$ cat src/rtl/npc_gen_pkg.sv
// Shared definitions for the next-PC generator: width/reset defaults,
// fetch-redirect state encoding and the sequential PC increment.
package npc_gen_pkg;

    localparam int          XLEN_DEFAULT     = 32;
    localparam logic [31:0] RESET_PC_DEFAULT = 32'h0000_3000;
    localparam logic [31:0] PC_STEP          = 32'd4;

    typedef enum logic {
        RUN  = 1'b0,
        PEND = 1'b1
    } npc_state_e;

endpackage

$ cat src/rtl/npc_target_adder.sv
// Branch/jump target former: base select, add immediate, clear bit 0 for jalr.
module npc_target_adder
    import npc_gen_pkg::*;
#(
    parameter int XLEN = XLEN_DEFAULT
) (
    input  logic            [XLEN-1:0] pc_ex_i,
    input  logic            [XLEN-1:0] rs1_ex_i,
    input  logic signed     [XLEN-1:0] imm_ex_i,
    input  logic                       jalr_i,
    output logic            [XLEN-1:0] target_o
);

    logic [XLEN-1:0] base;
    logic [XLEN-1:0] sum;

    always_comb begin
        base = jalr_i ? rs1_ex_i : pc_ex_i;
        // Two's-complement add wraps modulo 2^XLEN, so the signed imm needs no extension.
        sum  = base + imm_ex_i;
        target_o = {sum[XLEN-1:1], sum[0] & ~jalr_i};
    end

endmodule

$ cat src/rtl/npc_gen.sv
// IF-stage PC register and fetch-redirect controller with stall-pending redirect.
// Optional feature: define NPC_MISALIGN_TRAP_EN to refuse misaligned targets and freeze fetch.
module npc_gen
    import npc_gen_pkg::*;
#(
    parameter int              XLEN     = XLEN_DEFAULT,
    parameter logic [XLEN-1:0] RESET_PC = RESET_PC_DEFAULT[XLEN-1:0]
) (
    input  logic            clk,
    input  logic            rst,
    input  logic            stall_if,
    input  logic            ex_valid,
    input  logic            PCAsrc,
    input  logic            PCBsrc,
    input  logic [XLEN-1:0] pc_ex,
    input  logic [XLEN-1:0] rs1_ex,
    input  logic [XLEN-1:0] imm_ex,
    output logic [XLEN-1:0] pc_if,
    output logic            flush_ifid,
    output logic            flush_idex,
    output logic [31:0]     redirect_cnt,
    output logic            misalign_err
);

    npc_state_e      state_q;
    logic [XLEN-1:0] pc_q;
    logic [XLEN-1:0] pend_q;
    logic [31:0]     cnt_q;
    logic [31:0]     cnt_d;
    logic [XLEN-1:0] target;
    logic            req;
    logic            bad_tgt;
    logic            frozen;

    npc_target_adder #(.XLEN(XLEN)) u_target (
        .pc_ex_i  (pc_ex),
        .rs1_ex_i (rs1_ex),
        .imm_ex_i (imm_ex),
        .jalr_i   (PCBsrc),
        .target_o (target)
    );

    assign req = ex_valid & PCAsrc;

`ifdef NPC_MISALIGN_TRAP_EN
    logic err_q;

    assign bad_tgt      = req & (target[1:0] != 2'b00);
    assign frozen       = err_q;
    assign misalign_err = err_q;

    always_ff @(posedge clk or posedge rst) begin
        if (rst) begin
            err_q <= 1'b0;
        end else if (bad_tgt) begin
            err_q <= 1'b1;
        end
    end
`else
    assign bad_tgt      = 1'b0;
    assign frozen       = 1'b0;
    assign misalign_err = 1'b0;
`endif

    // Kill the two younger slots on a redirect, and again when a held redirect finally lands.
    always_comb begin
        flush_ifid = ~rst & (req | ((state_q == PEND) & ~stall_if));
        flush_idex = flush_ifid;
        cnt_d      = cnt_q + {31'd0, req};
    end

    always_ff @(posedge clk or posedge rst) begin
        if (rst) begin
            state_q <= RUN;
            pc_q    <= RESET_PC;
            pend_q  <= '0;
            cnt_q   <= '0;
        end else begin
            cnt_q <= cnt_d;
            if (!frozen && !bad_tgt) begin
                unique case (state_q)
                    RUN: begin
                        if (req && stall_if) begin
                            pend_q  <= target;
                            state_q <= PEND;
                        end else if (req) begin
                            pc_q <= target;
                        end else if (!stall_if) begin
                            pc_q <= pc_q + PC_STEP[XLEN-1:0];
                        end
                    end
                    PEND: begin
                        if (stall_if) begin
                            if (req) pend_q <= target;
                        end else begin
                            pc_q    <= req ? target : pend_q;
                            state_q <= RUN;
                        end
                    end
                    default: state_q <= RUN;
                endcase
            end
        end
    end

    assign pc_if        = pc_q;
    assign redirect_cnt = cnt_q;

endmodule

$ cat config.mk
export PLATFORM = sky130hd
export DESIGN_NAME = npc_gen
export DESIGN_NICKNAME = d
export VERILOG_FILES = /design/src/rtl/npc_gen_pkg.sv /design/src/rtl/npc_target_adder.sv /design/src/rtl/npc_gen.sv
export SDC_FILE = /design/constraint.sdc
export NUM_CORES = 1
export LEC_CHECK = 0
export BUFFER_PORTS_ARGS = -buffer_cell sky130_fd_sc_hd__clkbuf_2
export CAP_MARGIN = 20
export CELL_PAD_IN_SITES_DETAIL_PLACEMENT = 2
export CELL_PAD_IN_SITES_GLOBAL_PLACEMENT = 2
export CORE_AREA = 8 8 146 175
export CTS_CLUSTER_SIZE = 40
export DETAILED_ROUTE_END_ITERATION = 7
export DIE_AREA = 0 0 154 183
export GPL_TIMING_DRIVEN = 1
export PLACE_DENSITY = 0.76
export SLEW_MARGIN = 20
export SYNTH_ARGS = -nofsm -noshare
export SYNTH_HDL_FRONTEND = slang
export SYNTH_SLANG_ARGS = --single-unit
$ cat constraint.sdc
create_clock -name clk -period 3.2 [get_ports clk]
set_clock_uncertainty 0.1 [all_clocks]
set_input_delay 0.32 -clock clk [delete_from_list [all_inputs] [get_ports clk]]
set_output_delay 0.32 -clock clk [all_outputs]
set_load 0.02 [all_outputs]
* After elaboration in Yosys (flattened, before gate mapping)
Index checks and enable logic that the tools add are counted.
Widths: inputs -> output; s select.
** Storage, ports and cells
- Bits in registers :: 97
- Input bits :: 102
- Output and inout bits :: 67
** Operators by class
- Add/sub/neg operators :: 3
- Equality and inequality tests :: 5
- Mux-type cells :: 13
- Bitwise logic cells :: 9
- Reductions and logical operators :: 3
** Operators by type and width (number)
- $mux 32 :: 8
- $pmux 32 s2 :: 2
- $add 32x1->32 :: 1
- $add 32x3->32 const B :: 1
- $add 32x32->32 :: 1
- $ne 2x2->1 const B :: 4
- $and 1x1->1 :: 4
- $not 1->1 :: 4
- $ne 3x3->1 const B :: 1
- $reduce_and 3->1 :: 1
- $mux 1 :: 2
- $pmux 1 s2 :: 1
- $reduce_and 2->1 :: 1
- $logic_and 1x1->1 :: 1
- $or 1x1->1 :: 1

* Depth between registers and ports, before layout
Gate-level depths: netlist (run 1).
- Depth in word-level cells :: 6
- Gate-level depth with buffers :: 13
- Gate-level depth less buffers :: 12

* Modules after synthesis
Synthesis (run 1) repeated with hierarchy kept, for this count alone.
** Second synthesis, totals
- Cell total of the unflattened synthesis :: 768
- Area total of the unflattened synthesis :: 7030.5 µm²
** By module, submodules not included
- npc_gen :: times used 1, cells each 507, area each 4986.0 µm², seq. area each 2429.8 µm²
- npc_target_adder :: times used 1, cells each 261, area each 2044.5 µm², seq. area each 0.0 µm²

* Least setup slack after synthesis (run 1)
No wires, ideal clock.
- Kind :: input port to flip-flop
- Start :: in PCBsrc
- End :: reg pc_q[30] (netlist: pc_if[30])
- Arrival time :: 3.306 ns
- Data required time :: 3.035 ns
- Slack :: -0.271 ns
- Stages :: 13
- Buffers on the path :: 3
- Cells stage by stage :: clkbuf_1 clkbuf_1 mux2_2 ha_1 clkbuf_1 a21o_1 a31o_2 a31oi_1 a21boi_0 a221oi_1 mux2_2 o22ai_1 o21a_1
** On the way
- Cells in the longest elaborated chain, start to end :: 5
- Elaborated cells on any way between the ends :: 7
** Ends and longest elaborated chain
- start, declared :: RTL line npc_gen.sv:14 : input logic PCBsrc,
- $mux 32 * :: RTL line npc_target_adder.sv:18 : base = jalr_i ? rs1_ex_i : pc_ex_i;
- $add 32x32->32 * :: RTL line npc_target_adder.sv:20 : sum = base + imm_ex_i;
- $mux 32 (on tied branches)
- $mux 32 (on tied branches) :: RTL line npc_gen.sv:93, npc_gen.sv:83
- $pmux 32 s2 * :: RTL line npc_gen.sv:81 : unique case (state_q)
- end signal, assigned :: RTL line npc_gen.sv:87 : pc_q <= target;
- end signal, assigned :: RTL line npc_gen.sv:89 : pc_q <= pc_q + PC_STEP[XLEN-1:0];
- end signal, assigned :: RTL line npc_gen.sv:96 : pc_q <= req ? target : pend_q;
- end, declared :: RTL line npc_gen.sv:26 : logic [XLEN-1:0] pc_q;
Mark *: on every way between the ends. The rest lies on a longest branch, timed or not. The select of a mux whose other input is x is not followed.
A chain may end at the register's enable or synchronous reset.

* Final worst setup path (run 1)
- Start :: in PCBsrc
- End :: reg pc_q[29] (netlist: pc_if[29])
The elaborated chain is that of the path after synthesis.

==> results.tsv, run 1 <==
stage	metric	value	unit
status	run_status	finished clean	
pwr	switchingPower	1870	µW
critical_path	cp_slowest_stage_delay	0.38	ns
sta	whs	0.336	ns
pwr	p_int	2790	µW
critical_path	worst_path_most_repeated_cell	buf_12	
floorplanning	start_util	31.1	%
drt	num_vias	7264	
global_route	use_met1	22.3	%
min_path	holdCritStartpoint	stall_if	
pwr	pwr-share-seq	38.6	%
clock_tree	numCtsBuffers	9	
critical_path	cp_slowest_cell	a221o_1	
floorplanning	row_count	61	
clock_tree	htreeDepth	3	
pwr	power	4660	µW
pwr	p_clk_share	22.4	%
sta	slew_headroom	56.6	%
critical_path	timing.rr.start	pc_if[5]	
logic_synthesis	yosys.area.top_type	dfrtp_1	
sta	fmax	0.325	GHz
floorplanning	dieArea	28200	µm²
global_route	antenna_found_initial	0	
drt	wl	26.6	mm
finish	seqCellArea	2430	µm²
global_route	grt_pass1_vias	8189	
sta	hold_viol_final	0	
critical_path	path_cells	clkbuf_2, buf_12, buf_12, buf_12, mux2_2, ha_1, and3_1, and2_1, a221o_1, nor3_1, o311ai_1, nand2_1, xor2_1, o311ai_1	
clock_tree	clk_pin_slew	0.07	ns
pwr	leakage	0.00439	µW
critical_path	worstSetupStartpoint	PCBsrc	
placed_design	io_buffers	167	
logic_synthesis	ys_seq_area_share	34.2	%
critical_path	critPathLaunchType	input pin	
clock_tree	clock_path_buffers	2	
sta	finalSetupViolCount	0	
pwr	ir_drop	0.000256	V
drt	firstDrtPassIters	5	
sta	worstMarginPinSlew	0.643	ns
floorplanning	ios	169	
finish	fillCellCount	2615	
logic_synthesis	netlist_area	7100	µm²
finish	layout-drive-gt1-share	31.0	%
critical_path	crit_path_end_kind	flop	
finish	n_antenna_cell	0	
sta	fin_crit	3.08	ns
floorplanning	coreArea	22800	µm²
sta	layout_setup_ws	0.123	ns
pwr	p_per_area	507	nW/µm²
finish	multi_input_area	4430	µm²
run	drv_cap	0	
logic_synthesis	yosys-top-cells-area	dfrtp_1, o21ai_0, ha_1	
global_route	met3_usage	2.94	%
global_route	grt_util_met2	34.2	%
logic_synthesis	ys_dominant_reg_cell	dfrtp_1	
finish	final_area	9180	µm²
global_route	grt_overflow	0	
sta	tns	0	ns
logic_synthesis	async_reset_ff_share	100	%
logic_synthesis	yosysUniqueCellTypes	62	
logic_synthesis	ys_seq_elements	97	
floorplanning	die_y	183	µm
placed_design	dp_hpwl	21.4	mm
clock_tree	cts-root-buf	clkbuf_16	
placed_design	gp_congestion	0.830	
global_route	grt_max_degree	60	
drt	route.detailed.drc	0	
drt	wl_per_cell	19.6	µm
critical_path	critical_path_class	in2reg	
global_route	grt_use_total	18.6	%
logic_synthesis	syn_nets	977	
sta	slew_violations	0	
drt	drtIter0Drc	264	
finish	area_delta_synth_final	29.3	%
placed_design	dp_slack	-0.355	ns
logic_synthesis	synth_edf_count	0	
pwr	p_comb_share	39.1	%
logic_synthesis	synth_top_area_share	33.5	%
finish	fin_nets	1205	
logic_synthesis	synth_area_per_cell	8.46	µm²
sta	period_share	96.2	%
clock_tree	clock-sinks	97	
critical_path	cp.required	3.29	ns
global_route	busiest_layer	met2	
clock_tree	cts_setup_buffers	0	
min_path	hp-class	in2reg	
critical_path	path_max_fanout	13	
sta	rsz0062_at_grt	no	
placed_design	place_area	8870	µm²
clock_tree	clock_latency	0.35	ns
pwr	switching_share	40.2	%
clock_tree	cts_tree	done	
floorplanning	die_w	154	µm
global_route	grt_pass1_wl	43.0	mm
logic_synthesis	synthCells	840	
drt	post_drt_via_cell_ratio	5.36	
drt	final_antenna_net_count	0	
critical_path	cp.arrival	3.17	ns
logic_synthesis	yosysWarnings	0	
-- power groups by stage --
stage / Clock [µW] / Combinational [µW] / Sequential (µW)
floorplan: 0 / 904 / 1910
global placement: 0 / 1750 / 1800
detailed placement: 0 / 1820 / 1810
CTS: 1070 / 1830 / 1800
global route: 1110 / 2010 / 1840
finish: 1040 / 1820 / 1800
-- area by class of cell --
class / instances / share of cell area, %
tap: 283 / 3.86
inverter: 22 / 0.926
sequential: 97 / 26.5
clock inverter: 7 / 0.572
multi-input combinational: 675 / 48.2
clock buffer: 9 / 2.45
timing repair buffer: 263 / 17.5
-- worst max-delay path, delay by kind of cell --
kind	cells	cell delay, ns
AOI/OAI and AO/OA	3	0.68
xor gates and xnor gates	1	0.30
adders and majority gates	1	0.31
buffers and inverters	4	0.51
muxes	1	0.32
and+or+nand+nor	4	0.73
-- final timing paths --
| check | slack, ns | cells after the start | end |
|---|---|---|---|
| setup / recovery | 0.12 | 14 | pc_if[29] |
| hold / removal | 0.34 | 3 | state_q |
| setup reg to reg | 0.51 | 8 | pc_if[31] |
| hold reg to reg | 0.37 | 1 | redirect_cnt[31] |
| max in group asynchronous | 1.72 | 4 | pend_q[20] |
| min in group asynchronous | 0.51 | 3 | pend_q[5] |
-- cells by family (layout without fill, tap and decap cells) --
kind of cell,Yosys count,in the layout,share of synthesized area [%]
buffers and inverters,68,301,3.77
other,1,1,0.0528
AOI/OAI and AO/OA,237,237,20.6
and+or+nand+nor,285,285,19.2
DFF,97,97,34.2
xor gates and xnor gates,71,71,8.75
adders and majority gates,35,35,6.27
muxes,46,46,7.12
-- layout by cell type (no fill, tap or decap), types with 18 or more instances in the layout --
cell type	n
clkbuf_2	167
nand2_1	103
dfrtp_1	95
buf_4	91
o21ai_0	85
nor2_1	56
a21oi_1	47
xnor2_1	45
nand3_1	40
mux2_2	36
ha_1	34
xor2_1	25
a21o_1	20
inv_1	20
and3_1	18
nor3_1	18
-- metal layers --
layer	vias to the layer above	share of wire, %
li1	3468	-
met1	3622	44
met2	150	51
met3	24	3.6
met4	0	1.3
met5	-	0
-- per-stage QoR --
step	utilization, %	std cells
after CTS	40.2	1356
after floorplan	-	840
after global routing	40.2	1356
after global placement	38.9	1339
final	40.2	1356
after detailed placement	38.9	1339
-- Yosys cell counts, drive strengths merged, types with 3 or more instances --
library cell and n:
o21ai 93, a221o 3, nor4 6, inv 21, or3 4, o221ai 6
nand4 14, a22oi 6, dfrtp 95, a21o 20, o21a 5, and2 7
xor2 25, nor3 18, a221oi 4, clkbuf 37, a21oi 49, nand2 103
a31oi 13, and3 20, o21bai 4, mux2 36, nor2 56, o211ai 8
a211oi 3, nand2b 7, buf 9, o311ai 3, and4 3, o31ai 3
nand3 41, ha 34, xnor2 46, mux2i 10, nor2b 3
-- sequential cells by signal, summed over array words and instances, names as in the netlist --
signal        cells
pc_if            32
pend_q           32
redirect_cnt     32
state_q           1
-- repair_timing --
action / CTS / global route
pin swaps: 0 / 1
endpoints found under the setup margin: 2 / 9
gates cloned: 0 / 0
endpoints found under the hold margin: 39 / 0
hold buffers: 1 / 0
resized for setup: 2 / 9
No activity file was read; power rests on OpenSTA's default activity.
==> run 2: changes to the inputs <==
CORE_AREA = 8 8 158 160   (was 8 8 146 175)
DIE_AREA = 0 0 166 168   (was 0 0 154 183)
MAX_ROUTING_LAYER = met4   (was unset)
PLACE_DENSITY = 0.77   (was 0.76)
==> run 2 against run 1 <==
Sequential cell count did not move. Critical path depth rose by 1. Sequential power barely moved. Highest routed layer unchanged. Via count rose by 0.33%. Maximum frequency fell by 0.43%. Clock power rose by 16%. First-iteration DRC count rose by 21%. Hold slack improved by 0.045 ns. Power rose by 4.3%. Critical endpoint is now pc_if[30]. Global-route usage rose by 1.1 points. Design area rose by 1.5%.
==> results.tsv, run 2 (synthesized netlist as in run 1, its figures left out) <==
stage	metric	value	unit
critical_path	critPathLaunchType	input pin	
finish	fin_nets	1219	
finish	multi_input_area	4440	µm²
drt	wl	27.0	mm
run	drv_cap	0	
placed_design	place_area	8940	µm²
clock_tree	clock_latency	0.35	ns
finish	final_area	9320	µm²
sta	hold_viol_final	0	
global_route	grt_overflow	0	
drt	wl_per_cell	19.7	µm
finish	final_util	41.7	%
drt	route.detailed.drc	0	
global_route	grt_pass1_vias	8415	
placed_design	io_buffers	167	
critical_path	crit_path_end_kind	flop	
placed_design	gp_congestion	0.842	
placed_design	dp_hpwl	21.5	mm
sta	whs	0.382	ns
pwr	p_per_area	521	nW/µm²
clock_tree	cts_tree	done	
drt	firstDrtPassIters	4	
sta	worstMarginPinSlew	0.705	ns
finish	mostFrequentLayoutCell	clkbuf_2	
floorplanning	dieArea	27900	µm²
floorplanning	coreArea	22400	µm²
floorplanning	die_y	168	µm
critical_path	cp.arrival	3.28	ns
min_path	hp-class	reg2reg	
finish	layout-drive-gt1-share	32.1	%
drt	final_antenna_net_count	0	
sta	fmax	0.324	GHz
drt	num_vias	7288	
critical_path	path_max_fanout	8	
clock_tree	numCtsBuffers	9	
placed_design	post-place-cells	1354	
finish	area_delta_synth_final	31.2	%
finish	fillCellCount	2562	
drt	drtIter0Drc	319	
clock_tree	clock-sinks	97	
status	run_status	finished clean	
clock_tree	clk_pin_slew	0.08	ns
finish	seqCellArea	2430	µm²
clock_tree	cts-root-buf	clkbuf_16	
sta	fin_crit	3.09	ns
sta	slew_headroom	52.8	%
floorplanning	row_count	55	
sta	slew_violations	0	
global_route	grt_use_total	19.8	%
global_route	grt_max_degree	60	
sta	finalSetupViolCount	0	
global_route	antenna_found_initial	0	
finish	final_cell_mix	clkbuf_2, buf_4, nand2_1	
floorplanning	ios	169	
critical_path	critical_path_class	in2reg	
finish	n_antenna_cell	0	
floorplanning	start_util	31.8	%
floorplanning	die_w	166	µm
critical_path	cp.required	3.39	ns
pwr	ir_drop	0.000262	V
finish	final_cells	1372	
clock_tree	clock_path_buffers	2	
sta	period_share	96.6	%
drt	post_drt_via_cell_ratio	5.31	
clock_tree	htreeDepth	3	
global_route	grt_pass1_wl	44.2	mm
pwr	leakage	0.00446	µW
==> run 2: cell count changes in the layout (fill, tap and decap cells not counted), moves of 2 or more <==
cell	before	now
inv_6	2	0
a2111oi_0	0	2
bufinv_16	0	2
o21ai_0	85	88
buf_12	4	1
o21ai_1	6	3
buf_4	91	108
==> run 2: final timing paths <==
kind | startpoint | end | slack (ns) | depth (start not counted)
worst max-delay path | PCBsrc | pc_if[30] | 0.11 | 15
worst min register to register | pend_q[11] | pend_q[11] | 0.38 | 2
worst max register to register | pc_if[15] | pc_if[31] | 0.37 | 8
worst min-delay path | pend_q[11] | pend_q[11] | 0.38 | 2
min in group asynchronous | rst | pend_q[24] | 0.54 | 3
max in group asynchronous | rst | pc_if[13] | 1.78 | 4
==> run 2: per-layer routing <==
metal / vias to the layer above / track usage (%) / share of wire (%)
met5: - / - / 0
met4: 0 / 4.43 / 1.2
met3: 24 / 3.20 / 4.1
met2: 164 / 33.8 / 49
met1: 3609 / 24.3 / 46
li1: 3491 / - / -
==> run 2: worst max-delay path, stage by stage <==
cell and delay, ns:
clkbuf_2 0.15, buf_4 0.20, mux2_2 0.35, ha_1 0.30
buf_4 0.14, nand2_1 0.06, o21ai_0 0.36, o211ai_1 0.18
buf_4 0.18, a21boi_0 0.19, a221oi_1 0.07, buf_4 0.16
mux2_2 0.27, o22ai_1 0.18, o21a_1 0.15
==> run 2: repair_timing <==
| item | in CTS | in global routing |
|---|---|---|
| hold buffers | 1 | 0 |
| setup endpoints to repair | 0 | 7 |
| hold endpoints to repair | 43 | 0 |
| gates resized for setup | 0 | 7 |
| setup buffers | 0 | 1 |
==> run 2: layout make-up <==
type                            instances  share of cell area, %
Clock inverter                          6                  0.967
Tap cell                              285                   3.83
Inverter                               22                  0.913
Timing Repair Buffer                  277                   18.0
Clock buffer                           10                   2.56
Sequential cell                        97                   26.1
Multi-Input combinational cell        675                   47.6
==> run 2: where the power goes <==
part | internal [µW] | switching (µW)
Clock | 711 | 500
Combinational | 789 | 1070
Sequential | 1490 | 303
==> run 2: through the flow <==
step | power, µW | setup TNS, ns | worst slack (ns)
2_1_floorplan | 2810 | 0 | 0.00390
3_3_place_gp | 3570 | -0.882 | -0.124
3_5_place_dp | 3660 | -3.69 | -0.332
4_1_cts | 4900 | 0 | 0.0527
5_1_grt | 5160 | -0.180 | -0.0986
6_report | 4860 | 0 | 0.110
==> run 3: changes to the inputs <==
CORE_AREA = 8 8 154 156   (was 8 8 158 160)
DIE_AREA = 0 0 162 164   (was 0 0 166 168)
PLACE_DENSITY = 0.81   (was 0.77)
clock period = 3.9 ns   (was 3.2 ns; I/O delays follow)
==> run 3 against run 2 <==
Combinational power shrank 28%. Critical path type unchanged. Sequential share of layout area increased by 2.3 points. Utilization fell by 1.6 points.
==> results.tsv, run 3 (synthesized netlist as in run 1, its figures left out) <==
stage	metric	value	unit
global_route	grt_pass1_vias	7844	
clock_tree	clock-sinks	97	
finish	final_cell_mix	clkbuf_2, nand2_1, dfrtp_1	
critical_path	critPathLaunchType	input pin	
drt	drtIter0Drc	302	
global_route	grt_max_degree	60	
pwr	leakage	0.00399	µW
floorplanning	start_util	33.3	%
finish	n_antenna_cell	0	
placed_design	dp_hpwl	20.3	mm
drt	wl	25.4	mm
global_route	grt_overflow	0	
clock_tree	cts_setup_buffers	0	
clock_tree	clock_path_buffers	2	
drt	route.detailed.drc	0	
finish	fillCellCount	2500	
run	drv_cap	0	
sta	worstMarginPinSlew	0.897	ns
finish	layout-drive-gt1-share	25.1	%
floorplanning	dieArea	26600	µm²
sta	whs	0.0239	ns
critical_path	crit_path_end_kind	flop	
sta	tns	0	ns
floorplanning	row_count	54	
drt	top_layer	met4	
drt	wl_met2	12.4	mm
placed_design	io_buffers	167	
clock_tree	cts_tree	done	
clock_tree	clk_pin_slew	0.07	ns
floorplanning	ios	169	
critical_path	cp.required	3.98	ns
floorplanning	coreArea	21400	µm²
drt	num_vias	6925	
drt	drt-met1-wl	11.8	mm
sta	period_share	88.0	%
drt	final_antenna_net_count	0	
sta	finalSetupViolCount	0	
clock_tree	hold_buffers	0	
sta	slew_violations	0	
sta	slew_headroom	40.1	%
sta	rsz0062_at_grt	no	
clock_tree	htreeDepth	3	
critical_path	cp.arrival	3.51	ns
clock_tree	clock_latency	0.35	ns
drt	wl_met3	943	µm
critical_path	critical_path_class	in2reg	
global_route	grt_use_total	19.8	%
critical_path	path_max_fanout	10	
floorplanning	die_y	164	µm
global_route	antenna_found_initial	0	
global_route	grt_pass1_wl	41.8	mm
floorplanning	die_w	162	µm
finish	area_delta_synth_final	20.3	%
pwr	power	3730	µW
clock_tree	cts-root-buf	clkbuf_16	
pwr	ir_drop	0.000205	V
sta	fin_crit	3.43	ns
min_path	hp-class	in2async	
drt	firstDrtPassIters	4	
finish	mostFrequentLayoutCell	clkbuf_2	
clock_tree	cts.repair.resized	0	
clock_tree	numCtsBuffers	9	
drt	wl_per_cell	20.0	µm
critical_path	worstSetupStartpoint	PCBsrc	
placed_design	gp_congestion	0.856	
status	run_status	finished clean	
pwr	p_per_area	437	nW/µm²
drt	post_drt_via_cell_ratio	5.44	
critical_path	timing.rr.start	pc_if[4]	
sta	fmax	0.291	GHz
finish	fin_nets	1124	
sta	hold_viol_final	0	
-- run 3: per-layer routing --
metal	GRT usage, %	up-vias
li1	-	3312
met3	2.23	23
met5	-	-
met1	25.1	3425
met2	33.4	165
met4	4.71	0
-- run 3: cell type report --
| type | instances | area (µm²) | share of cell area [%] |
|---|---|---|---|
| Sequential cell | 97 | 2430 | 28.4 |
| Clock inverter | 6 | 65.1 | 0.761 |
| Inverter | 22 | 85.1 | 0.995 |
| Multi-Input combinational cell | 675 | 4410 | 51.5 |
| Clock buffer | 10 | 239 | 2.80 |
| Timing Repair Buffer | 182 | 973 | 11.4 |
| Tap cell | 280 | 350 | 4.10 |
-- run 3: metrics by stage --
| stage | util, % | worst slack (ns) | cells | cell area (µm²) |
|---|---|---|---|---|
| 2_1_floorplan | - | 0.359 | 840 | 7100 |
| 3_3_place_gp | 38.6 | 0.232 | 1256 | 8240 |
| 3_5_place_dp | 38.6 | 0.109 | 1256 | 8240 |
| 4_1_cts | 40.0 | 0.491 | 1272 | 8550 |
| 5_1_grt | 40.0 | 0.240 | 1272 | 8550 |
| 6_report | 40.0 | 0.468 | 1272 | 8550 |
-- run 3: worst paths after layout --
path                                          to  slack, ns  cells after the start
worst max-delay path                   pc_if[28]       0.47                     11
worst min-delay path            redirect_cnt[21]       0.02                      2
worst max register to register         pc_if[31]       1.16                      8
worst min register to register        pend_q[11]       0.38                      2
max in group asynchronous             pend_q[31]       2.81                      3
min in group clk                      pend_q[11]       0.38                      2
-- run 3: where the power goes --
| group | internal, µW | switching [µW] |
|---|---|---|
| sequential | 1220 | 258 |
| clock | 517 | 400 |
| combinational | 515 | 822 |
| total | 2250 | 1480 |
-- run 3: critical path: stages --
cell	delay (ns)
clkbuf_2	0.22
buf_12	0.17
mux2_2	0.33
ha_1	0.41
nand2_1	0.08
o21ai_0	0.44
o211ai_1	0.23
nand3_1	0.13
a21oi_1	0.12
o311ai_0	0.73
o221ai_1	0.25
